$ cat src/rtl/clock_set_ctrl_if.sv
// Register-port bundle between the CPU, the set-time controller and the HH:MM timer.
// master = controller (arbiter) side, slave = CPU/timer side.
interface clock_set_ctrl_if;
    logic       cpu_sel;
    logic       cpu_we;
    logic [1:0] cpu_addr;
    logic [3:0] cpu_wdata;
    logic       cpu_busy;
    logic       tmr_sel;
    logic       tmr_we;
    logic [1:0] tmr_addr;
    logic [3:0] tmr_wdata;

    modport master (
        input  cpu_sel, cpu_we, cpu_addr, cpu_wdata,
        output cpu_busy, tmr_sel, tmr_we, tmr_addr, tmr_wdata
    );

    modport slave (
        output cpu_sel, cpu_we, cpu_addr, cpu_wdata,
        input  cpu_busy, tmr_sel, tmr_we, tmr_addr, tmr_wdata
    );
endinterface

$ cat src/rtl/clock_set_ctrl.sv
// Push-button set-time session for the HH:MM timer: debounced mode/up buttons edit a
// shadow time, which is then committed through the timer register port shared with the CPU.
module clock_set_ctrl #(
    parameter int DEBOUNCE_CYCLES = 1000000,
    parameter int REPEAT_CYCLES   = 12500000,
    parameter int TIMEOUT_CYCLES  = 500000000
) (
    input  logic                    clk,
    input  logic                    rst,
    input  logic                    i_btn_mode,
    input  logic                    i_btn_up,
    input  logic [1:0]              i_cur_hour1,
    input  logic [3:0]              i_cur_hour0,
    input  logic [2:0]              i_cur_min1,
    input  logic [3:0]              i_cur_min0,
    clock_set_ctrl_if.master        bus,
    output logic                    o_editing,
    output logic [1:0]              o_edit_field,
    output logic [1:0]              o_disp_hour1,
    output logic [3:0]              o_disp_hour0,
    output logic [2:0]              o_disp_min1,
    output logic [3:0]              o_disp_min0
);

    localparam int DB_W = $clog2(DEBOUNCE_CYCLES + 1);
    localparam int RP_W = $clog2(REPEAT_CYCLES + 1);
    localparam int TO_W = $clog2(TIMEOUT_CYCLES + 1);

    localparam logic [2:0] S_IDLE      = 3'd0;
    localparam logic [2:0] S_EDIT_HOUR = 3'd1;
    localparam logic [2:0] S_EDIT_MIN  = 3'd2;
    localparam logic [2:0] S_C_H1      = 3'd3;
    localparam logic [2:0] S_C_H0      = 3'd4;
    localparam logic [2:0] S_C_M1      = 3'd5;
    localparam logic [2:0] S_C_M0      = 3'd6;

    localparam logic [1:0] ADDR_MIN0  = 2'd0;
    localparam logic [1:0] ADDR_MIN1  = 2'd1;
    localparam logic [1:0] ADDR_HOUR0 = 2'd2;
    localparam logic [1:0] ADDR_HOUR1 = 2'd3;

    // ---------------------------------------------------------------
    // Button conditioning: bit 0 = mode, bit 1 = up
    // ---------------------------------------------------------------
    logic [1:0] w_btn_raw;
    logic [1:0] w_db;
    logic [1:0] w_rise;

    assign w_btn_raw = {i_btn_up, i_btn_mode};

    generate
        for (genvar gi = 0; gi < 2; gi++) begin : gen_btn
            logic [1:0]      r_sync;
            logic            r_db;
            logic            r_db_d;
            logic [DB_W-1:0] r_cnt;

            // A level change is accepted only after it has held for DEBOUNCE_CYCLES.
            always_ff @(posedge clk) begin
                if (rst) begin
                    r_sync <= '0;
                    r_db   <= 1'b0;
                    r_db_d <= 1'b0;
                    r_cnt  <= '0;
                end else begin
                    r_sync <= {r_sync[0], w_btn_raw[gi]};
                    r_db_d <= r_db;
                    if (r_sync[1] == r_db) begin
                        r_cnt <= '0;
                    end else if (r_cnt == DB_W'(DEBOUNCE_CYCLES - 1)) begin
                        r_db  <= r_sync[1];
                        r_cnt <= '0;
                    end else begin
                        r_cnt <= r_cnt + 1'b1;
                    end
                end
            end

            assign w_db[gi]   = r_db;
            assign w_rise[gi] = r_db & ~r_db_d;
        end
    endgenerate

    // Auto-repeat: the counter is zero on the press cycle, so it reaches
    // REPEAT_CYCLES exactly one period after each pulse and restarts at 1.
    logic [RP_W-1:0] r_rep_cnt;
    logic            w_rep_pulse;

    always_ff @(posedge clk) begin
        if (rst || !w_db[1]) begin
            r_rep_cnt <= '0;
        end else if (r_rep_cnt == RP_W'(REPEAT_CYCLES)) begin
            r_rep_cnt <= RP_W'(1);
        end else begin
            r_rep_cnt <= r_rep_cnt + 1'b1;
        end
    end

    assign w_rep_pulse = w_db[1] && (r_rep_cnt == RP_W'(REPEAT_CYCLES));

    logic w_mode_pulse;
    logic w_up_pulse;

    assign w_mode_pulse = w_rise[0];
    assign w_up_pulse   = w_rise[1] | w_rep_pulse;

    // ---------------------------------------------------------------
    // Shadow time and BCD increment
    // ---------------------------------------------------------------
    logic [1:0] r_sh_h1;
    logic [3:0] r_sh_h0;
    logic [2:0] r_sh_m1;
    logic [3:0] r_sh_m0;

    logic [1:0] w_inc_h1;
    logic [3:0] w_inc_h0;
    logic [2:0] w_inc_m1;
    logic [3:0] w_inc_m0;

    always_comb begin
        w_inc_h1 = r_sh_h1;
        w_inc_h0 = r_sh_h0 + 4'd1;
        if (r_sh_h1 == 2'd2 && r_sh_h0 == 4'd3) begin
            w_inc_h1 = 2'd0;
            w_inc_h0 = 4'd0;
        end else if (r_sh_h0 == 4'd9) begin
            w_inc_h1 = r_sh_h1 + 2'd1;
            w_inc_h0 = 4'd0;
        end
    end

    always_comb begin
        w_inc_m1 = r_sh_m1;
        w_inc_m0 = r_sh_m0 + 4'd1;
        if (r_sh_m0 == 4'd9) begin
            w_inc_m0 = 4'd0;
            w_inc_m1 = (r_sh_m1 == 3'd5) ? 3'd0 : r_sh_m1 + 3'd1;
        end
    end

    // ---------------------------------------------------------------
    // Session FSM
    // ---------------------------------------------------------------
    logic [2:0]      r_state;
    logic [2:0]      w_state_next;
    logic [TO_W-1:0] r_to_cnt;
    logic            w_timeout;
    logic            w_edit_now;

    logic [1:0] w_sh_h1_next;
    logic [3:0] w_sh_h0_next;
    logic [2:0] w_sh_m1_next;
    logic [3:0] w_sh_m0_next;

    assign w_timeout  = (r_to_cnt == TO_W'(TIMEOUT_CYCLES - 1));
    assign w_edit_now = (r_state == S_EDIT_HOUR) || (r_state == S_EDIT_MIN);

    // Mode is checked before up everywhere, so a coincident up pulse is discarded.
    always_comb begin
        w_state_next = r_state;
        w_sh_h1_next = r_sh_h1;
        w_sh_h0_next = r_sh_h0;
        w_sh_m1_next = r_sh_m1;
        w_sh_m0_next = r_sh_m0;
        case (r_state)
            S_IDLE: begin
                if (w_mode_pulse) begin
                    w_sh_h1_next = i_cur_hour1;
                    w_sh_h0_next = i_cur_hour0;
                    w_sh_m1_next = i_cur_min1;
                    w_sh_m0_next = i_cur_min0;
                    w_state_next = S_EDIT_HOUR;
                end
            end
            S_EDIT_HOUR: begin
                if (w_mode_pulse) begin
                    w_state_next = S_EDIT_MIN;
                end else if (w_up_pulse) begin
                    w_sh_h1_next = w_inc_h1;
                    w_sh_h0_next = w_inc_h0;
                end else if (w_timeout) begin
                    w_state_next = S_IDLE;
                end
            end
            S_EDIT_MIN: begin
                if (w_mode_pulse) begin
                    w_state_next = S_C_H1;
                end else if (w_up_pulse) begin
                    w_sh_m1_next = w_inc_m1;
                    w_sh_m0_next = w_inc_m0;
                end else if (w_timeout) begin
                    w_state_next = S_IDLE;
                end
            end
            S_C_H1:  w_state_next = S_C_H0;
            S_C_H0:  w_state_next = S_C_M1;
            S_C_M1:  w_state_next = S_C_M0;
            S_C_M0:  w_state_next = S_IDLE;
            default: w_state_next = S_IDLE;
        endcase
    end

    always_ff @(posedge clk) begin
        if (rst) begin
            r_state <= S_IDLE;
            r_sh_h1 <= '0;
            r_sh_h0 <= '0;
            r_sh_m1 <= '0;
            r_sh_m0 <= '0;
        end else begin
            r_state <= w_state_next;
            r_sh_h1 <= w_sh_h1_next;
            r_sh_h0 <= w_sh_h0_next;
            r_sh_m1 <= w_sh_m1_next;
            r_sh_m0 <= w_sh_m0_next;
        end
    end

    // Idle timer: restarts on every state change and on every press pulse.
    always_ff @(posedge clk) begin
        if (rst || !w_edit_now || (w_state_next != r_state) || w_mode_pulse || w_up_pulse) begin
            r_to_cnt <= '0;
        end else begin
            r_to_cnt <= r_to_cnt + 1'b1;
        end
    end

    // ---------------------------------------------------------------
    // Port arbiter: outputs are loaded from the next state so that each commit
    // write is on tmr_* during the cycle its commit state is current.
    // ---------------------------------------------------------------
    logic       r_tmr_sel;
    logic       r_tmr_we;
    logic [1:0] r_tmr_addr;
    logic [3:0] r_tmr_wdata;
    logic       r_cpu_busy;

    logic       w_tmr_sel;
    logic       w_tmr_we;
    logic [1:0] w_tmr_addr;
    logic [3:0] w_tmr_wdata;
    logic       w_busy;

    always_comb begin
        w_busy      = 1'b1;
        w_tmr_sel   = 1'b1;
        w_tmr_we    = 1'b1;
        w_tmr_addr  = ADDR_MIN0;
        w_tmr_wdata = r_sh_m0;
        case (w_state_next)
            S_C_H1: begin
                w_tmr_addr  = ADDR_HOUR1;
                w_tmr_wdata = {2'b00, r_sh_h1};
            end
            S_C_H0: begin
                w_tmr_addr  = ADDR_HOUR0;
                w_tmr_wdata = r_sh_h0;
            end
            S_C_M1: begin
                w_tmr_addr  = ADDR_MIN1;
                w_tmr_wdata = {1'b0, r_sh_m1};
            end
            S_C_M0: begin
                w_tmr_addr  = ADDR_MIN0;
                w_tmr_wdata = r_sh_m0;
            end
            default: begin
                w_busy      = 1'b0;
                w_tmr_sel   = bus.cpu_sel;
                w_tmr_we    = bus.cpu_we;
                w_tmr_addr  = bus.cpu_addr;
                w_tmr_wdata = bus.cpu_wdata;
            end
        endcase
    end

    always_ff @(posedge clk) begin
        if (rst) begin
            r_tmr_sel   <= 1'b0;
            r_tmr_we    <= 1'b0;
            r_tmr_addr  <= '0;
            r_tmr_wdata <= '0;
            r_cpu_busy  <= 1'b0;
        end else begin
            r_tmr_sel   <= w_tmr_sel;
            r_tmr_we    <= w_tmr_we;
            r_tmr_addr  <= w_tmr_addr;
            r_tmr_wdata <= w_tmr_wdata;
            r_cpu_busy  <= w_busy;
        end
    end

    assign bus.tmr_sel   = r_tmr_sel;
    assign bus.tmr_we    = r_tmr_we;
    assign bus.tmr_addr  = r_tmr_addr;
    assign bus.tmr_wdata = r_tmr_wdata;
    assign bus.cpu_busy  = r_cpu_busy;

    // ---------------------------------------------------------------
    // Status and display
    // ---------------------------------------------------------------
    assign o_editing    = w_edit_now;
    assign o_edit_field = (r_state == S_EDIT_HOUR) ? 2'd1 :
                          (r_state == S_EDIT_MIN)  ? 2'd2 : 2'd0;

    assign o_disp_hour1 = w_edit_now ? r_sh_h1 : i_cur_hour1;
    assign o_disp_hour0 = w_edit_now ? r_sh_h0 : i_cur_hour0;
    assign o_disp_min1  = w_edit_now ? r_sh_m1 : i_cur_min1;
    assign o_disp_min0  = w_edit_now ? r_sh_m0 : i_cur_min0;

endmodule

$ cat src/flat_wrapper.sv
// flat-port wrapper written by rule: the top's interface ports become plain ports
module clock_set_ctrl_flat 
#(
    parameter int DEBOUNCE_CYCLES = 1000000,
    parameter int REPEAT_CYCLES   = 12500000,
    parameter int TIMEOUT_CYCLES  = 500000000
)
  (clk, rst, i_btn_mode, i_btn_up, i_cur_hour1, i_cur_hour0, i_cur_min1, i_cur_min0, o_editing, o_edit_field, o_disp_hour1, o_disp_hour0, o_disp_min1, o_disp_min0, bus_cpu_sel, bus_cpu_we, bus_cpu_addr, bus_cpu_wdata, bus_cpu_busy, bus_tmr_sel, bus_tmr_we, bus_tmr_addr, bus_tmr_wdata);
  clock_set_ctrl_if bus_i ();
  input  logic clk;
  input  logic rst;
  input  logic i_btn_mode;
  input  logic i_btn_up;
  input  logic [1:0] i_cur_hour1;
  input  logic [3:0] i_cur_hour0;
  input  logic [2:0] i_cur_min1;
  input  logic [3:0] i_cur_min0;
  output logic o_editing;
  output logic [1:0] o_edit_field;
  output logic [1:0] o_disp_hour1;
  output logic [3:0] o_disp_hour0;
  output logic [2:0] o_disp_min1;
  output logic [3:0] o_disp_min0;
  input wire logic [$bits(bus_i.cpu_sel)-1:0] bus_cpu_sel;
  input wire logic [$bits(bus_i.cpu_we)-1:0] bus_cpu_we;
  input wire logic [$bits(bus_i.cpu_addr)-1:0] bus_cpu_addr;
  input wire logic [$bits(bus_i.cpu_wdata)-1:0] bus_cpu_wdata;
  output wire logic [$bits(bus_i.cpu_busy)-1:0] bus_cpu_busy;
  output wire logic [$bits(bus_i.tmr_sel)-1:0] bus_tmr_sel;
  output wire logic [$bits(bus_i.tmr_we)-1:0] bus_tmr_we;
  output wire logic [$bits(bus_i.tmr_addr)-1:0] bus_tmr_addr;
  output wire logic [$bits(bus_i.tmr_wdata)-1:0] bus_tmr_wdata;
  assign bus_i.cpu_sel = bus_cpu_sel;
  assign bus_i.cpu_we = bus_cpu_we;
  assign bus_i.cpu_addr = bus_cpu_addr;
  assign bus_i.cpu_wdata = bus_cpu_wdata;
  assign bus_cpu_busy = bus_i.cpu_busy;
  assign bus_tmr_sel = bus_i.tmr_sel;
  assign bus_tmr_we = bus_i.tmr_we;
  assign bus_tmr_addr = bus_i.tmr_addr;
  assign bus_tmr_wdata = bus_i.tmr_wdata;
  clock_set_ctrl #(.DEBOUNCE_CYCLES(DEBOUNCE_CYCLES), .REPEAT_CYCLES(REPEAT_CYCLES), .TIMEOUT_CYCLES(TIMEOUT_CYCLES)) u_core (.clk(clk), .rst(rst), .i_btn_mode(i_btn_mode), .i_btn_up(i_btn_up), .i_cur_hour1(i_cur_hour1), .i_cur_hour0(i_cur_hour0), .i_cur_min1(i_cur_min1), .i_cur_min0(i_cur_min0), .bus(bus_i), .o_editing(o_editing), .o_edit_field(o_edit_field), .o_disp_hour1(o_disp_hour1), .o_disp_hour0(o_disp_hour0), .o_disp_min1(o_disp_min1), .o_disp_min0(o_disp_min0));
endmodule
$ cat config.mk
export PLATFORM = sky130hd
export DESIGN_NAME = clock_set_ctrl_flat
export DESIGN_NICKNAME = d
export VERILOG_FILES = /design/src/rtl/clock_set_ctrl_if.sv /design/src/rtl/clock_set_ctrl.sv /design/src/flat_wrapper.sv
export SDC_FILE = /design/constraint.sdc
export NUM_CORES = 1
export LEC_CHECK = 0
export CORE_MARGIN = 1
export CORE_UTILIZATION = 55
export DETAILED_ROUTE_END_ITERATION = 8
export GPL_ROUTABILITY_DRIVEN = 0
export PLACE_DENSITY = 0.76
export SKIP_LAST_GASP = 1
export SLEW_MARGIN = 10
export SYNTH_ARGS = -nofsm -noshare
export SYNTH_HDL_FRONTEND = slang
export SYNTH_SLANG_ARGS = --single-unit
$ cat constraint.sdc
create_clock -name clk -period 5.2 [get_ports clk]
set_input_delay 0.52 -clock clk [delete_from_list [all_inputs] [get_ports clk]]
set_output_delay 0.52 -clock clk [all_outputs]
set_load 0.05 [all_outputs]
# Word-level counts from Yosys, hierarchy flattened
# Cells that the tools add are included.
[totals]
word_cells = 128
reg_bits = 126
inputBits = 25
output_inout_bits = 25
[classes]
n_eq_ne = 28
reduce_logical = 23
mux = 41
bitwise_logic = 7
n_addsub = 8
[op_table]
columns = ["op", "n"]
rows = [
  ["4-bit 2-to-1 mux", 11],
  ["20-bit by 1-bit adder with 20-bit output (second input constant)", 2],
  ["20-bit == test (second input constant)", 2],
  ["3-bit 2-to-1 mux", 11],
  ["29-bit by 1-bit adder with 29-bit output (second input constant)", 1],
  ["29-bit == test (second input constant)", 1],
  ["24-bit by 1-bit adder with 24-bit output (second input constant)", 1],
  ["24-bit == test (second input constant)", 1],
  ["3-bit == test (second input constant)", 6],
  ["3-bit case mux with 6 select lines", 1],
  ["2-bit 2-to-1 mux", 8],
  ["4-bit case mux with 2 select lines", 2],
  ["4-bit case mux with 4 select lines", 1],
  ["5-bit AND reduction", 2],
  ["3-bit by 2-bit == test with 1-bit output (second input constant)", 3],
  ["4-bit by 1-bit adder with 4-bit output (second input constant)", 2],
  ["4-bit == test (second input constant)", 2],
  ["2-bit by 1-bit inequality test with 1-bit output (second input constant)", 4],
  ["2-bit case mux with 4 select lines", 1],
  ["4-bit AND reduction", 2],
  ["1-bit logical OR", 6],
  ["3-bit case mux with 2 select lines", 1],
  ["3-bit OR reduction", 2],
  ["4-bit by 2-bit == test with 1-bit output (second input constant)", 1],
  ["other kinds (20)", 33],
]

# Longest topological paths before layout
[logic_depth]
word_depth = 10
mapped_depth = 9
mapped_depth_nobuf = 8

# Least setup slack after synthesis
# No wires, ideal clock.
[synth_path]
path_type = "register to output"
startpoint = "register u_core.r_state[0]"
endpoint = "output o_disp_hour0[0]"
arrival_time_ns = 2.189
path_slack_ns = 2.491
required_time_ns = 4.680
stages_incl_launch_ff = 6
path_buffers = 2
path_cell_list = "dfxtp_1 -> buf_2 -> nand2b_1 -> a21oi_1 -> clkbuf_1 -> mux2_2"
[synth_between]
elab_chain_cells = 3
elab_cells_between_ends = 4
cone_classes = "2 x eq/ne; 1 x mux; 1 x reduce/logical"
[synth_rtl]
columns = ["item", "line", "source"]
rows = [
  ["start, declared", "clock_set_ctrl.sv:144", "logic [2:0] r_state;"],
  ["start signal, assigned", "clock_set_ctrl.sv:211", "r_state <= w_state_next;"],
  ["3-bit by 1-bit == test with 1-bit output / 3-bit by 2-bit == test with 1-bit output (equally long branches)", "clock_set_ctrl.sv:156", "assign w_edit_now = (r_state == S_EDIT_HOUR) || (r_state == S_EDIT_MIN);"],
  ["1-bit logical OR *", "clock_set_ctrl.sv:156", ""],
  ["via o_editing", "flat_wrapper.sv:18", "output logic o_editing;"],
  ["4-bit 2-to-1 mux *", "clock_set_ctrl.sv:307", "assign o_disp_hour0 = w_edit_now ? r_sh_h0 : i_cur_hour0;"],
  ["end, declared", "flat_wrapper.sv:21", "output logic [3:0] o_disp_hour0;"],
]
# The timed path passes the listed nets; every way through them passes the cells marked *.

# Worst setup path in the final report
[layout_path]
startpoint = "register u_core.r_state[0]"
endpoint = "output o_disp_min0[1]"
[layout_between]
elab_chain_cells = 3
elab_cells_between_ends = 4
cone_classes = "2 x eq/ne; 1 x mux; 1 x reduce/logical"
[layout_rtl]
columns = ["item", "line", "source"]
rows = [
  ["3-bit by 1-bit == test with 1-bit output / 3-bit by 2-bit == test with 1-bit output (equally long branches)", "clock_set_ctrl.sv:156", ""],
  ["1-bit logical OR *", "clock_set_ctrl.sv:156", ""],
  ["4-bit 2-to-1 mux *", "clock_set_ctrl.sv:309", "assign o_disp_min0 = w_edit_now ? r_sh_m0 : i_cur_min0;"],
  ["end, declared", "flat_wrapper.sv:23", "output logic [3:0] o_disp_min0;"],
]
# Every way passes the cells marked *; elsewhere a longest branch is shown, timed or not.

==> key figures <==
Run status
  – Status: finished clean

Setup path
  – Critical-path top delay cell: dfxtp_1
  – Worst Setup Start Kind: register
  – Critical Path Sink Type: output pin
  – Cell chain of the critical path: nand2b_1 -> a21oi_1 -> buf_4 -> mux2_2 -> clkdlybuf4s50_1
  – Req. time, crit path: 4.68 ns
  – Crit-path max FO: 19
  – Crit path buffers/inverters: 2
  – CP peak stage delay: between 0.7 and 0.8 ns
  – Crit Path Category: reg -> out
  – Crit path DAT: 3.45 ns
  – CP top delay family: buffers and inverters

Placement
  – Hpwl dp: 8.967 mm
  – Pre-CTS setup slack: roughly 1.8 ns
  – DP Area: 6649 sq um
  – Buffers on Ports: 49

Routing
  – Drt first pass iters: 5
  – DR vias: 5,177
  – DR DRC count: 0
  – Vias/cell: 5.591
  – Detailed router's first-iteration violation count: 291
  – Avg WL per Cell: 13.98 microns
  – DRT antenna net count: 0
  – Drt total wl: 12.95 mm

Synthesis
  – Main combinational cell family by area after synthesis: simple AND/OR/NAND/NOR gates
  – Mapped cell area: 6115 sq um
  – Post-synthesis sequential area ratio: 41.25%
  – Compound-Gate Fraction of Synth Area: roughly 7.6%
  – Ys Warns: 0
  – Syn_area_per_cell: 8.308 sq um
  – Post-synthesis xor/xnor area fraction: 12.32%
  – Cell variety after synth: 62
  – Syn Inst Count: 736
  – EDFF count, synth: 0
  – Post-synthesis mux area share: 3.724%
  – Dominant synthesized flop cell: dfxtp_1
  – Post-synth net total: 768
  – Post-Synth Adder-Cell Area: 1.432%
  – Asr flop ratio synth: 0%
  – Yosys reg bits: 126
  – Simple-Gate Fraction of Synth Area: 29.67%

Timing
  – Pins Over Slew Limit: 0
  – Slew HR: 32.39%
  – Post-route setup TNS: 0 ns
  – Worst Tran Pin Value: 1.005 ns
  – RSZ-0062 raised after global routing: false
  – FMAX: 252.2 MHz
  – WHS: 0.4456 ns
  – Hold Vio Cnt, Final: 0
  – Final worst slack: around 1.2 ns
  – Endpoints failing setup: 0
  – Clock skew: between 0.009 and 0.01 ns
  – Final min period: 3.966 ns
  – Tcrit/Tclk final: 76.26%

Clock network
  – CTS Hold Buffers Added: 0
  – Total CTS buffers: 17
  – Worst-path clk slew: roughly 0.05 ns
  – CTS resizes: 0
  – TritonCTS clock tree: done
  – Postcts setup bufs: 0
  – Clk root buf: clkbuf_8
  – Worst-Skew Late Latency: 0.52 ns
  – Clock sink count: approximately 130
  – H-tree depth: 4
  – Max clock buf depth: 2

Cells and area
  – P&R area growth vs syn: 16.96%
  – Diode count: 0
  – Fraction of layout cells with a size suffix above 1: 5.852%
  – Fin nets: 812
  – Fin area: 7152 sq um

Die
  – Die H: 107.4 microns
  – Initial Utilization: 56.41%
  – Core area: ~11,000 sq um
  – Row cnt: 38
  – Die Wd: 107.4 microns
  – I/O Pins: 50
  – Full die area: 11,540 sq um

Power
  – Switching pwr: 0.0004319 W
  – Clock network power share: between 40% and 50%
  – Leakage: 2.288 nW
  – Reg power frac: 46.5%
  – Pwr dens: 292.7 nW/um^2
  – VDD IR max: 0.2747 mV
  – Switching share of power: 20.63%
  – Pint: between 0.0015 and 0.002 W
  – Logic gate share of total power: 4.4%

Hold path
  – Hold Path Class: reg -> reg

Global routing
  – Vias in the first global route: 4,796
  – First-pass GRT wire length: 21.31 mm
  – Largest net degree at the start of global routing: 40
  – Tot GR Track Use: 23.41%
  – Initial antenna violation count: 0
  – Aggregate global routing overflow: 0

Run
  – Max-cap viol count: 0
power groups by stage:
stage	clock, W	combinational (W)	sequential (W)
after floorplan	0	0.0000413	0.00101
after global placement	0	0.0000913	0.000994
after detailed placement	0	0.0000921	0.000994
after CTS	0.00105	0.0000927	0.000974
after global routing	0.00109	0.0000970	0.000974
final	0.00103	0.0000924	0.000974
cell families after synthesis:
logic type | count (synthesis)
simple gates | 370
mux | 21
flops | 126
buf+inv | 52
xor+xnor | 86
fa+ha+maj | 7
compound gates | 74
final timing paths:
check,start,end,slack [ns],cells after the start
setup / recovery,u_core.r_state[0],o_disp_min0[1],1.23,5
hold / removal,u_core.r_to_cnt[0],u_core.r_to_cnt[0],0.45,1
setup reg to reg,u_core.r_state[0],u_core.r_to_cnt[19],2.01,7
hold reg to reg,u_core.r_to_cnt[0],u_core.r_to_cnt[0],0.45,1
flip-flops by register name (all words and copies together) (netlist names), 3 cells and up:
name,count
u_core.gen_btn.r_cnt,40
u_core.r_to_cnt,29
u_core.r_rep_cnt,24
u_core.bus.tmr_wdata,4
u_core.gen_btn.r_sync,4
u_core.r_sh_h0,4
u_core.r_sh_m0,4
u_core.r_sh_m1,3
u_core.r_state,3
cell usage in the layout (no fill, tap or decap), types with 13 or more instances in the layout:
cell,n
xor2_1,51
mux2_2,13
clkbuf_16,16
nand4_1,27
a21oi_1,26
nand3_1,43
o21ai_0,14
nor3_1,15
nor2_1,156
inv_1,25
xnor2_1,35
clkdlybuf4s50_1,49
nand2_1,54
dfxtp_1,126
synthesized netlist by cell type, types with 4 or more instances:
cell / n / share of area (%)
a211oi_1: 4 / 0.49
a21oi_1: 26 / 2.1
a221oi_1: 5 / 0.72
and2_1: 5 / 0.51
and3_1: 6 / 0.61
and4_1: 6 / 0.86
clkbuf_1: 16 / 0.98
dfxtp_1: 126 / 41
ha_1: 7 / 1.4
inv_1: 25 / 1.5
mux2_2: 13 / 2.4
mux2i_1: 7 / 1.1
nand2_1: 54 / 3.3
nand2b_1: 7 / 0.72
nand3_1: 43 / 3.5
nand4_1: 27 / 2.8
nor2_1: 156 / 9.6
nor2b_1: 7 / 0.72
nor3_1: 15 / 1.2
nor4_1: 11 / 1.1
o21ai_0: 14 / 1.1
o21ai_1: 4 / 0.33
or3_1: 6 / 0.61
or4_1: 5 / 0.61
xnor2_1: 35 / 5.0
xor2_1: 51 / 7.3
area by class of cell:
type                    count  area [sq um]
clock buffers              22         462.9
fillers                   907          3689
flip-flops and latches    126          2522
clock inverters             3         40.04
inverters                  26         97.59
repair buffers             51         505.5
multi-input cells         558          3348
well taps                 140         175.2
through the flow:
stage	std cells	power (W)	util, %
after CTS	926	0.002114	65.97
after floorplan	736	0.001046	-
after global routing	926	0.002159	65.97
after detailed placement	901	0.001086	61.33
after global placement	901	0.001085	61.33
final	926	0.002093	65.97
metal layers:
layer	up-vias	track usage, %	part of all wire, %
met5	-	0	0
met4	0	10.86	1.4
met3	19	5.872	4.2
met2	116	40.09	49
met1	2435	27.39	45
li1	2607	-	-
(Power assumes the default switching activity.)
